### config.mk
export PLATFORM = sky130hd
export DESIGN_NAME = mode_key_conditioner
export DESIGN_NICKNAME = d
export VERILOG_FILES = /design/src/rtl/mode_key_conditioner.sv
export SDC_FILE = /design/constraint.sdc
export NUM_CORES = 1
export LEC_CHECK = 0
export CAP_MARGIN = 40
export CELL_PAD_IN_SITES_DETAIL_PLACEMENT = 1
export CELL_PAD_IN_SITES_GLOBAL_PLACEMENT = 1
export CORE_AREA = 2 2 110 112
export DETAILED_ROUTE_END_ITERATION = 8
export DIE_AREA = 0 0 112 114
export PLACE_DENSITY = 0.72
export SLEW_MARGIN = 20
export SYNTH_ARGS = -nofsm -noshare
export SYNTH_HDL_FRONTEND = slang
export SYNTH_SLANG_ARGS = --single-unit
### constraint.sdc
create_clock -name clk -period 3.1 [get_ports clk]
set_input_delay 0.465 -clock clk [delete_from_list [all_inputs] [get_ports clk]]
set_output_delay 0.465 -clock clk [all_outputs]
set_load 0.02 [all_outputs]
### src/rtl/mode_key_conditioner.sv
`default_nettype none
// ============================================================================
// mode_key_conditioner : synchronise, debounce and press-detect the mode and
// clear buttons; latch a one-hot mode code for the mode state machine.
// Revision 1.0
// ============================================================================
module mode_key_conditioner #(
    parameter int DEBOUNCE_CYCLES = 2000000,
    parameter int CNT_W           = 21
) (
    input  logic       clk,
    input  logic       rst,
    input  logic [2:0] btn_mode,
    input  logic       btn_clr,
    output logic [2:0] mode_out,
    output logic       mode_chg,
    output logic [3:0] key_level
);

    localparam int               c_NUM_CH  = 4;
    localparam logic [CNT_W-1:0] c_CNT_MAX = CNT_W'(DEBOUNCE_CYCLES - 1);

    logic [c_NUM_CH-1:0] w_raw;
    logic [c_NUM_CH-1:0] r_sync1;
    logic [c_NUM_CH-1:0] r_sync2;
    logic [c_NUM_CH-1:0] w_stable;
    logic [c_NUM_CH-1:0] r_stable_d;
    logic [c_NUM_CH-1:0] w_press;
    logic [2:0]          r_mode;
    logic [2:0]          w_mode_next;
    logic                r_mode_chg;

    assign w_raw = {btn_clr, btn_mode};

    always_ff @(posedge clk or posedge rst) begin
        if (rst) begin
            r_sync1 <= '0;
            r_sync2 <= '0;
        end else begin
            r_sync1 <= w_raw;
            r_sync2 <= r_sync1;
        end
    end

    // Any return to the accepted level restarts the count, so only an
    // uninterrupted run of DEBOUNCE_CYCLES differing samples is accepted.
    generate
        for (genvar i = 0; i < c_NUM_CH; i++) begin : g_chan
            logic [CNT_W-1:0] r_cnt;
            logic             r_stable;

            always_ff @(posedge clk or posedge rst) begin
                if (rst) begin
                    r_cnt    <= '0;
                    r_stable <= 1'b0;
                end else if (r_sync2[i] != r_stable) begin
                    if (r_cnt == c_CNT_MAX) begin
                        r_stable <= r_sync2[i];
                        r_cnt    <= '0;
                    end else begin
                        r_cnt <= r_cnt + CNT_W'(1);
                    end
                end else begin
                    r_cnt <= '0;
                end
            end

            assign w_stable[i] = r_stable;
        end
    endgenerate

    always_ff @(posedge clk or posedge rst) begin
        if (rst) begin
            r_stable_d <= '0;
        end else begin
            r_stable_d <= w_stable;
        end
    end

    assign w_press = w_stable & ~r_stable_d;

    // Clear wins; simultaneous mode presses are ambiguous and select nothing.
    always_comb begin
        w_mode_next = r_mode;
        if (w_press[3]) begin
            w_mode_next = 3'b000;
        end else begin
            case (w_press[2:0])
                3'b000:  w_mode_next = r_mode;
                3'b001,
                3'b010,
                3'b100:  w_mode_next = w_press[2:0];
                default: w_mode_next = 3'b000;
            endcase
        end
    end

    always_ff @(posedge clk or posedge rst) begin
        if (rst) begin
            r_mode     <= 3'b000;
            r_mode_chg <= 1'b0;
        end else begin
            r_mode     <= w_mode_next;
            r_mode_chg <= (w_mode_next != r_mode);
        end
    end

    assign mode_out  = r_mode;
    assign mode_chg  = r_mode_chg;
    assign key_level = w_stable;

endmodule
`default_nettype wire
### Word-level counts from Yosys, hierarchy flattened

Index checks and enable logic that the tools add are counted.
Widths: inputs -> output; s select.

* bits in registers: 104
* input port bits: 6
* logic and storage cells: 47

* $add $sub $neg: 4
* equality and inequality tests: 12
* muxes and demuxes: 10
* bitwise operators: 2
* reductions and logical operators: 6

Operators by type and width (count)
* $mux 21: 8
* $add 21x1->21 const B: 4
* $eq 21x21->1 const B: 4
* $reduce_and 2->1: 4
* $pmux 3 s2: 1
* $and 4x4->4: 1
* $ne 1x1->1: 4
* $not 4->4: 1
* $eq 3x1->1 const B: 1
* $eq 3x2->1 const B: 1
* $eq 3x3->1 const B: 1
* $logic_not 3->1: 1
* $mux 3: 1
* $ne 3x3->1: 1
* $reduce_or 3->1: 1

### Logic depth before layout (Yosys ltp)

* word-level depth: 7
* mapped depth: 7
* mapped depth without buffers: 5

### Worst setup path before layout

Ideal clock, no wire load.

* kind: register -> register
* start: reg g_chan[2].r_cnt[11]
* end: reg g_chan[2].r_stable
* arrival time: 1800 ps
* slack: 1175 ps
* stages on the path, launching flop included: 5
* buffers on the path: 0
* clock period less this slack: 1925 ps
* cells stage by stage: dfrtp_1 or4b_1 or4_1 nor2_1 mux2_2

* word-level cells in the longest chain between the ends: 2

Ends and longest elaborated chain
* from (decl): line 49 `logic [CNT_W-1:0] r_cnt;`
* from (signal assigned): line 61 `r_cnt <= r_cnt + CNT_W'(1);`
* $eq 21x21->1: line 57 `if (r_cnt == c_CNT_MAX) begin`
* $reduce_and 2->1 (no source line)
* to (signal assigned): line 58 `r_stable <= r_sync2[i];`
* to (decl): line 50 `logic r_stable;`

No other way between the ends.
A chain may end at the register's enable or synchronous reset.

### Worst setup path in the final report

* start: reg g_chan[1].r_cnt[12]
* end: reg g_chan[1].r_cnt[9]

* word-level cells in the longest chain between the ends: 3

Ends and longest elaborated chain
* from (decl): line 49
* from (signal assigned): line 61
* $eq 21x21->1: line 57
* $mux 21: line 57
* $mux 21: line 56 `end else if (r_sync2[i] != r_stable) begin`

No other way between the ends.

==> impl_metrics.yaml <==
yosys:
  ys_seq_area_share_pct: 52.5
  synthTopCellsByCount: "104 x dfrtp_1, 61 x nor2_1, 29 x a21oi_1, 29 x xnor2_1"
  synth-main-ff-cell: "dfrtp_1"
  synth.area.top_cells: "dfrtp_1 53%, xnor2_1 5.1%, nor2_1 4.6%"
  netlist_area_sq_um: 4950
  synth_top_area_cell: "dfrtp_1"
  synth_nets: 504
  synth.top_cell.area_share_pct: 52.5
  async_reset_ff_share_pct: 100
  syn_area_per_cell_sq_um: 10.0
  synthDistinctLibCells: 41
  yosysMostFrequentCell: "dfrtp_1"
  synth-seq-cells: 104
  synthCells: 494
  synth-edff-count: 0
  ys_warn_count: 0
route:
  ant_nets: 0
  wl_um: 10000
  route.detailed.drc: 0
  drt_first_pass_iters: 4
  vias: 3643
  drtIter0Drc: 137
  vias_per_cell: 5.55
  wl_per_cell_um: 15.2
global_routing:
  grtUsageTotal_pct: 17.3
  grt-ovfl-total: 0
  grt_pass1_wl_um: 17900
  grt_max_degree: 105
  antenna_found_initial: 0
  grt_pass1_vias: 3810
placement:
  dp_hpwl_um: 6780
  gp_congestion: 0.780
  port_buffers: 13
sta:
  relSlewSlack_pct: 60.1
  holdWs_ns: 0.348
  fin_skew_ns: 0.00493
  clock.fmax_mhz: 436
  slew_violations: 0
  setup_violations: 0
  fin_setup_tns_ns: 0
  post-route-period-util_pct: 74.0
  worst_pin_slew_ns: 0.594
  fin_crit_ns: 2.29
  hold_violations: 0
  grt_setup_unrepaired: "no"
floorplan:
  io_pins: 14
  core_area_sq_um: 11700
  fp-row-count: 40
  die_h_um: 114
  fp.dieW_um: 112
  dieArea_sq_um: 12800
  initial_utilization_pct: 42.3
final_layout:
  fin_nets: 514
  fin_util_pct: 47.0
  multiInputGateArea_sq_um: 2190
  num-fill-cells: 1320
  drive_above_1_share_pct: 7.27
  syn_to_final_growth_pct: 11.2
  register_area_sq_um: 2600
  diodes: 0
pwr:
  vdd_ir_drop_max_v: 0.000388
  p_per_area_nw_per_um2: 470
  power_leakage_nw: 2.16
clocking:
  clk_pin_slew_ns: 0.07
  clockRootBuffer: "clkbuf_16"
  htree_num_levels: 3
  tritoncts: "built"
  post_cts_resized: 0
  worstSkewPairLatency_ns: 0.35
  numCtsBuffers: 9
  cts.sinks: 104
  cts_max_path_buffers: 2
  cts_hold_buf: 0
  postCtsSetupRepairBufs: 0
critical_path:
  cp.arrival_ns: 2.53
  cp-start-kind: "flip-flop"
  cp_max_fo: 13
  cp-end-kind: "flip-flop"
  crit_type: "flip-flop to flip-flop"
  worstPathRequired_ns: 3.33
run_status:
  status: "finished, final reports clean"
min_path:
  hold_class: "flip-flop to flip-flop"
job:
  drv_cap: 0
## worst max-delay path: stages, from the launching register on
cell and delay [ns]:
dfrtp_1 0.42, or4_1 0.49, or3_1 0.38, o21ai_1 0.49
buf_4 0.31, nor2_1 0.09
## per-layer routing
metal | vias to the layer above | GRT usage, % | part of all wire [%]
met2 | 31 | 28.8 | 49
met3 | 16 | 4.62 | 2.7
met5 | - | 0 | 0
met4 | 0 | 6.02 | 1.9
li1 | 1772 | - | -
met1 | 1824 | 21.9 | 47
## final timing paths
check / cells past startpoint / startpoint / slack (ns) / endpoint
setup / recovery: 5 / g_chan[1].r_cnt[12]$_DFF_PP0_ / 0.81 / g_chan[1].r_cnt[9]$_DFF_PP0_
hold / removal: 0 / r_sync1[1]$_DFF_PP0_ / 0.35 / r_sync2[1]$_DFF_PP0_
setup reg to reg: 5 / g_chan[1].r_cnt[12]$_DFF_PP0_ / 0.81 / g_chan[1].r_cnt[9]$_DFF_PP0_
hold reg to reg: 0 / r_sync1[1]$_DFF_PP0_ / 0.35 / r_sync2[1]$_DFF_PP0_
max in group asynchronous: 3 / rst / 2.06 / g_chan[2].r_cnt[3]$_DFF_PP0_
min in group asynchronous: 3 / rst / 0.61 / r_sync1[0]$_DFF_PP0_
## state kept, by name, indices dropped and copies added, names as in the netlist
register	count
r_sync2	4
g_chan.r_cnt	84
r_stable_d	4
g_chan.r_stable	4
mode_chg	1
r_sync1	4
mode_out	3
## cell usage in the layout (no fill, tap or decap), drive strengths merged, types with 2 or more instances in the layout
| cell | netlist | layout |
|---|---|---|
| a21oi | 32 | 32 |
| nor3b | 2 | 2 |
| or3 | 22 | 22 |
| buf | 12 | 6 |
| nand3 | 28 | 28 |
| clkbuf | 8 | 12 |
| nand2 | 24 | 24 |
| dfrtp | 104 | 104 |
| nand4 | 21 | 21 |
| o21ai | 25 | 25 |
| inv | 16 | 15 |
| and4 | 10 | 10 |
| clkinv | 0 | 3 |
| nor4b | 4 | 4 |
| or4 | 18 | 18 |
| nor4 | 4 | 4 |
| nor2 | 61 | 61 |
| nor3 | 14 | 14 |
| mux2 | 4 | 4 |
| o31ai | 10 | 10 |
| and2 | 4 | 4 |
| xor2 | 20 | 20 |
| ha | 4 | 4 |
| clkdlybuf4s50 | 0 | 13 |
| nand2b | 5 | 5 |
| nor2b | 4 | 4 |
| xnor2 | 29 | 29 |
## cell type report
cell class / instances / area share, %
clock inverters: 4 / 0.818
inverters: 16 / 1.16
clock buffers: 12 / 4.29
flip-flops and latches: 104 / 47.3
well taps: 147 / 3.34
multi-input cells: 354 / 39.7
repair buffers: 19 / 3.41
## metrics by stage
stage          area, sq um  cells  power (mW)  setup WS, ns
5_1_grt               5510    656        2.69         0.673
3_3_place_gp          5230    640        1.50         0.875
4_1_cts               5510    656        2.64         0.794
6_report              5510    656        2.59         0.806
3_5_place_dp          5230    640        1.51         0.818
2_1_floorplan         4960    494        1.47          1.17
## cell families (layout without fill, tap and decap cells)
kind of cell | after synthesis | after routing | synth area share, %
and+or+nand+nor | 225 | 225 | 25.2
DFF | 104 | 104 | 52.5
AOI/OAI and AO/OA | 71 | 71 | 8.16
xor gates and xnor gates | 49 | 49 | 8.66
buffers and inverters | 36 | 51 | 3.31
muxes | 5 | 5 | 1.11
adders and majority gates | 4 | 4 | 1.01
## where the power goes
| part | switching (mW) | internal (mW) | leakage [nW] |
|---|---|---|---|
| sequential | 0.0170 | 1.37 | 1.42 |
| clock | 0.485 | 0.623 | 0.140 |
| combinational | 0.0598 | 0.0272 | 0.592 |
Note: power is estimated with default switching activity, not from simulation.
==> RTL change 1 (config.mk and constraints unchanged) <==
Add an input register stage for `btn_clr`, without a reset; this delays it by one clock. The other inputs are not delayed to match.
--- a/src/rtl/mode_key_conditioner.sv
+++ b/src/rtl/mode_key_conditioner.sv
@@ -20,6 +20,12 @@
     localparam int               c_NUM_CH  = 4;
     localparam logic [CNT_W-1:0] c_CNT_MAX = CNT_W'(DEBOUNCE_CYCLES - 1);
 
+    logic btn_clr_q;
+
+    always_ff @(posedge clk) begin
+        btn_clr_q <= btn_clr;
+    end
+
     logic [c_NUM_CH-1:0] w_raw;
     logic [c_NUM_CH-1:0] r_sync1;
     logic [c_NUM_CH-1:0] r_sync2;
@@ -30,7 +36,7 @@
     logic [2:0]          w_mode_next;
     logic                r_mode_chg;
 
-    assign w_raw = {btn_clr, btn_mode};
+    assign w_raw = {btn_clr_q, btn_mode};
 
     always_ff @(posedge clk or posedge rst) begin
         if (rst) begin
Check against the original RTL: same outputs for any inputs over 10 cycles, from zero or initial values and one cycle with rst high; that may be too few to reach the edited logic, so the function may still have changed.
==> RTL change 1 against the original RTL <==
  * Routed wire length up 6.2%
  * Synthesized area is 0.81% lower
  * Cell count shrank 0.46%
  * Setup slack better by 0.23 ns
  * Sequential cell count grew 1
  * Total power is 4.0% higher
  * Cell area is 1.0% higher
  * Critical endpoint is now g_chan[3].r_cnt[20]
==> RTL change 1: results (changes against the original RTL) <==
| Metric | Value |
|---|---|
| HP Start | `btn_clr_q (was r_sync1[1])` |
| Synth cell count leaders | `104 x dfrtp_1, 54 x nor2_1, 33 x a21oi_1 (was 104 x dfrtp_1, 61 x nor2_1, 29 x a21oi_1, 29 x xnor2_1)` |
| Routed vias/inst | `5.66 (was 5.55)` |
| Post-DP Area | `5250 um^2 (was 5230 um^2)` |
| Crit Path Max Fanout | `5 (was 13)` |
| Status | `finished, final reports clean (unchanged)` |
| Wl on met1 | `4.60 mm (was 4.67 mm)` |
| FF-to-FF End | `g_chan[3].r_cnt[20] (was g_chan[1].r_cnt[9])` |
| Final nets | `511 (was 514)` |
| GRT met1 Usage | `21.0% (was 21.9%)` |
| Largest net degree at the start of global routing | `45 (was 105)` |
| Non-Filler Instances | `653 (was 656)` |
| Mux cell area share after synthesis | `1.12% (was 1.11%)` |
| Met3 wire len | `270 um (was 266 um)` |
| Vias in the first global route | `4,044 (was 3,810)` |
| Avg WL per Cell | `16.3 um (was 15.2 um)` |
| Post-synthesis compound-gate area fraction | `8.58% (was 8.16%)` |
| Share of cells above drive strength 1 | `7.71% (was 7.27%)` |
| Place WS | `1.05 ns (was 0.818 ns)` |
| Largest cells by area after synthesis | `dfrtp_1 53%, xor2_1 4.3%, nor2_1 4.1% (was dfrtp_1 53%, xnor2_1 5.1%, nor2_1 4.6%)` |
| Synth Area in XOR/XNOR | `8.38% (was 8.66%)` |
| LEAKAGE | `2.21 nW (was 2.16 nW)` |
| Reg2reg start | `g_chan[3].r_cnt[0] (was g_chan[1].r_cnt[12])` |
| Worst VDD drop | `0.000381 V (was 0.000388 V)` |
| Post-synth ARST share | `99.0% (was 100%)` |
| Met2 wire length | `5.57 mm (was 4.87 mm)` |
| Drt pass-1 iters | `5 (was 4)` |
-- RTL change 1: cell count changes after synthesis, sizes merged, moves of 3 or more --
cell	delta
xor2	+4
or4	-3
nor3	-4
nor4	+3
nor2	-7
buf	-3
xnor2	-6
-- RTL change 1: power by group --
part / total, W / leakage [nW] / internal, W / switching (W)
Sequential: 0.00140 / 1.43 / 0.00139 / 0.0000167
Clock: 0.00119 / 0.148 / 0.000675 / 0.000518
Combinational: 0.0000925 / 0.625 / 0.0000310 / 0.0000615
Total: 0.00269 / 2.21 / 0.00209 / 0.000597
-- RTL change 1: worst max-delay path by stage --
stage | start | endpoint | slack, ns | cells after the start
6_report | g_chan[3].r_cnt[0] | g_chan[3].r_cnt[20] | 1.04 | 5
5_1_grt | g_chan[3].r_cnt[0] | g_chan[3].r_cnt[20] | 0.87 | 5
4_1_cts | g_chan[3].r_cnt[0] | g_chan[3].r_cnt[20] | 1.03 | 5
3_5_place_dp | g_chan[2].r_cnt[11] | g_chan[2].r_cnt[11] | 1.05 | 5
3_3_place_gp | g_chan[2].r_cnt[11] | g_chan[2].r_stable | 1.12 | 4
2_1_floorplan | g_chan[2].r_cnt[11] | g_chan[2].r_stable | 1.17 | 4
-- RTL change 1: worst max-delay path, cell delays in order (launching register included) --
cell     delay, ns
dfrtp_1       0.39
ha_1          0.23
nand4_1       0.23
or4_1         0.63
or3_1         0.33
a21oi_1       0.17
-- RTL change 1: area by class of cell --
| cell class | count | area share [%] |
|---|---|---|
| repair buffers | 21 | 3.87 |
| multi-input cells | 350 | 39.0 |
| clock inverters | 5 | 1.12 |
| clock buffers | 11 | 4.54 |
| flip-flops and latches | 105 | 47.1 |
| inverters | 14 | 1.01 |
| well taps | 147 | 3.31 |
==> RTL change 2 (same flow settings) <==
Without the edit above. Change the parameter `CNT_W` from 21 to 23.
--- a/src/rtl/mode_key_conditioner.sv
+++ b/src/rtl/mode_key_conditioner.sv
@@ -6,7 +6,7 @@
 // ============================================================================
 module mode_key_conditioner #(
     parameter int DEBOUNCE_CYCLES = 2000000,
-    parameter int CNT_W           = 21
+    parameter int CNT_W           = 23
 ) (
     input  logic       clk,
     input  logic       rst,
Formal check against the unedited RTL: same outputs for any inputs over 10 cycles, from zero or initial values and one cycle with rst high; that may be too few to reach the edited logic, so the function may still have changed.
==> RTL change 2 against the original RTL <==
  * Total power up 6.1%
  * Critical path depth up 1
  * Fmax down 13%
  * Setup slack worse by 0.33 ns
  * Sequential cell count up 8
  * Worst hold slack better by 0.0035 ns
  * Cell area up 8.9%
  * Synthesized area up 9.8%
  * Count of clock-buffer cells in the layout down 2
  * Routed wire length up 18%
  * Largest power group unchanged
==> RTL change 2: results (changes against the original RTL) <==
| Metric | Value |
|---|---|
| Global-route wire length before repair | `21.0 mm (was 17.9 mm)` |
| Actual slew at the worst max-slew pin | `0.720 ns (was 0.594 ns)` |
| Worst Reg-to-Reg Cells | `6 (was 5)` |
| Sequential element share of the synthesized area | `51.5% (was 52.5%)` |
| Internal power | `0.00213 W (was 0.00202 W)` |
| Adder-cell share of the synthesized area | `0.920% (was 1.01%)` |
| LEAKAGE | `2.34 nW (was 2.16 nW)` |
| FMAX | `381 MHz (was 436 MHz)` |
| Status | `finished, final reports clean (unchanged)` |
| Worst VDD drop | `0.000328 V (was 0.000388 V)` |
| Syn nets | `563 (was 504)` |
| Largest cells by area after synthesis | `dfrtp_1 52%, xnor2_1 4.7%, nor2_1 4.3% (was dfrtp_1 53%, xnor2_1 5.1%, nor2_1 4.6%)` |
| Max incr delay on CP | `0.68 ns (was 0.49 ns)` |
| Reg2reg start | `g_chan[1].r_cnt[0] (was g_chan[1].r_cnt[12])` |
| Placer Congestion | `0.747 (was 0.780)` |
| Post-DP Area | `5710 um^2 (was 5230 um^2)` |
| R2r setup slk | `0.47 ns (was 0.81 ns)` |
| Tot GR Track Use | `19.9% (was 17.3%)` |
| Max FFs per register | `92 (was 84)` |
| Largest net degree at the start of global routing | `63 (was 105)` |
| Via Count | `4,166 (was 3,643)` |
| Final clock skew | `0.00645 ns (was 0.00493 ns)` |
| Place WS | `0.521 ns (was 0.818 ns)` |
| Cell total after placement | `697 (was 640)` |
| Synth Area in XOR/XNOR | `7.89% (was 8.66%)` |
| Share of cells above drive strength 1 | `7.24% (was 7.27%)` |
[RTL change 2: cell types whose count changed in the layout (fill, tap and decap cells not counted), moves of 6 or more]
cell	change
a21oi_1	+9
nor4_1	+9
nand3_1	+6
and3_1	+7
dfrtp_1	+8
[RTL change 2: worst min-delay path by stage]
stage | start | end | slack, ns
final | r_sync1[3] | r_sync2[3] | 0.35
after global routing | r_sync1[3] | r_sync2[3] | 0.36
after CTS | r_sync1[3] | r_sync2[3] | 0.36
after detailed placement | r_sync1[1] | r_sync2[1] | 0.34
after global placement | r_sync1[3] | r_sync2[3] | 0.33
after floorplan | r_sync1[0] | r_sync2[0] | 0.33
[RTL change 2: area by class of cell]
cell class / instances / area (um^2)
Clock buffer: 10 / 229
Tap cell: 147 / 184
Timing Repair Buffer: 20 / 195
Clock inverter: 6 / 60.1
Fill cell: 1345 / 5720
Sequential cell: 112 / 2800
Multi-Input combinational cell: 397 / 2440
Inverter: 21 / 82.6
[RTL change 2: power groups by stage]
stage	registers (W)	logic (W)	clock network, W
final	0.00150	0.0000957	0.00115
after floorplan	0.00152	0.0000683	0
after global placement	0.00152	0.0000969	0
after global routing	0.00150	0.000111	0.00123
after CTS	0.00150	0.000101	0.00119
after detailed placement	0.00152	0.0000995	0
[RTL change 2: cells by family after synthesis]
logic type	Yosys count
adders and majority gates	4
DFF	112
muxes	5
AOI/OAI and AO/OA	86
xor gates and xnor gates	49
buffers and inverters	44
and+or+nand+nor	253
[RTL change 2: layer usage]
metal / GRT usage, % / routed length (um)
met2: 34.1 / 5850
met5: 0 / 0
met1: 26.4 / 5620
met4: 6.42 / 159
met3: 3.03 / 186
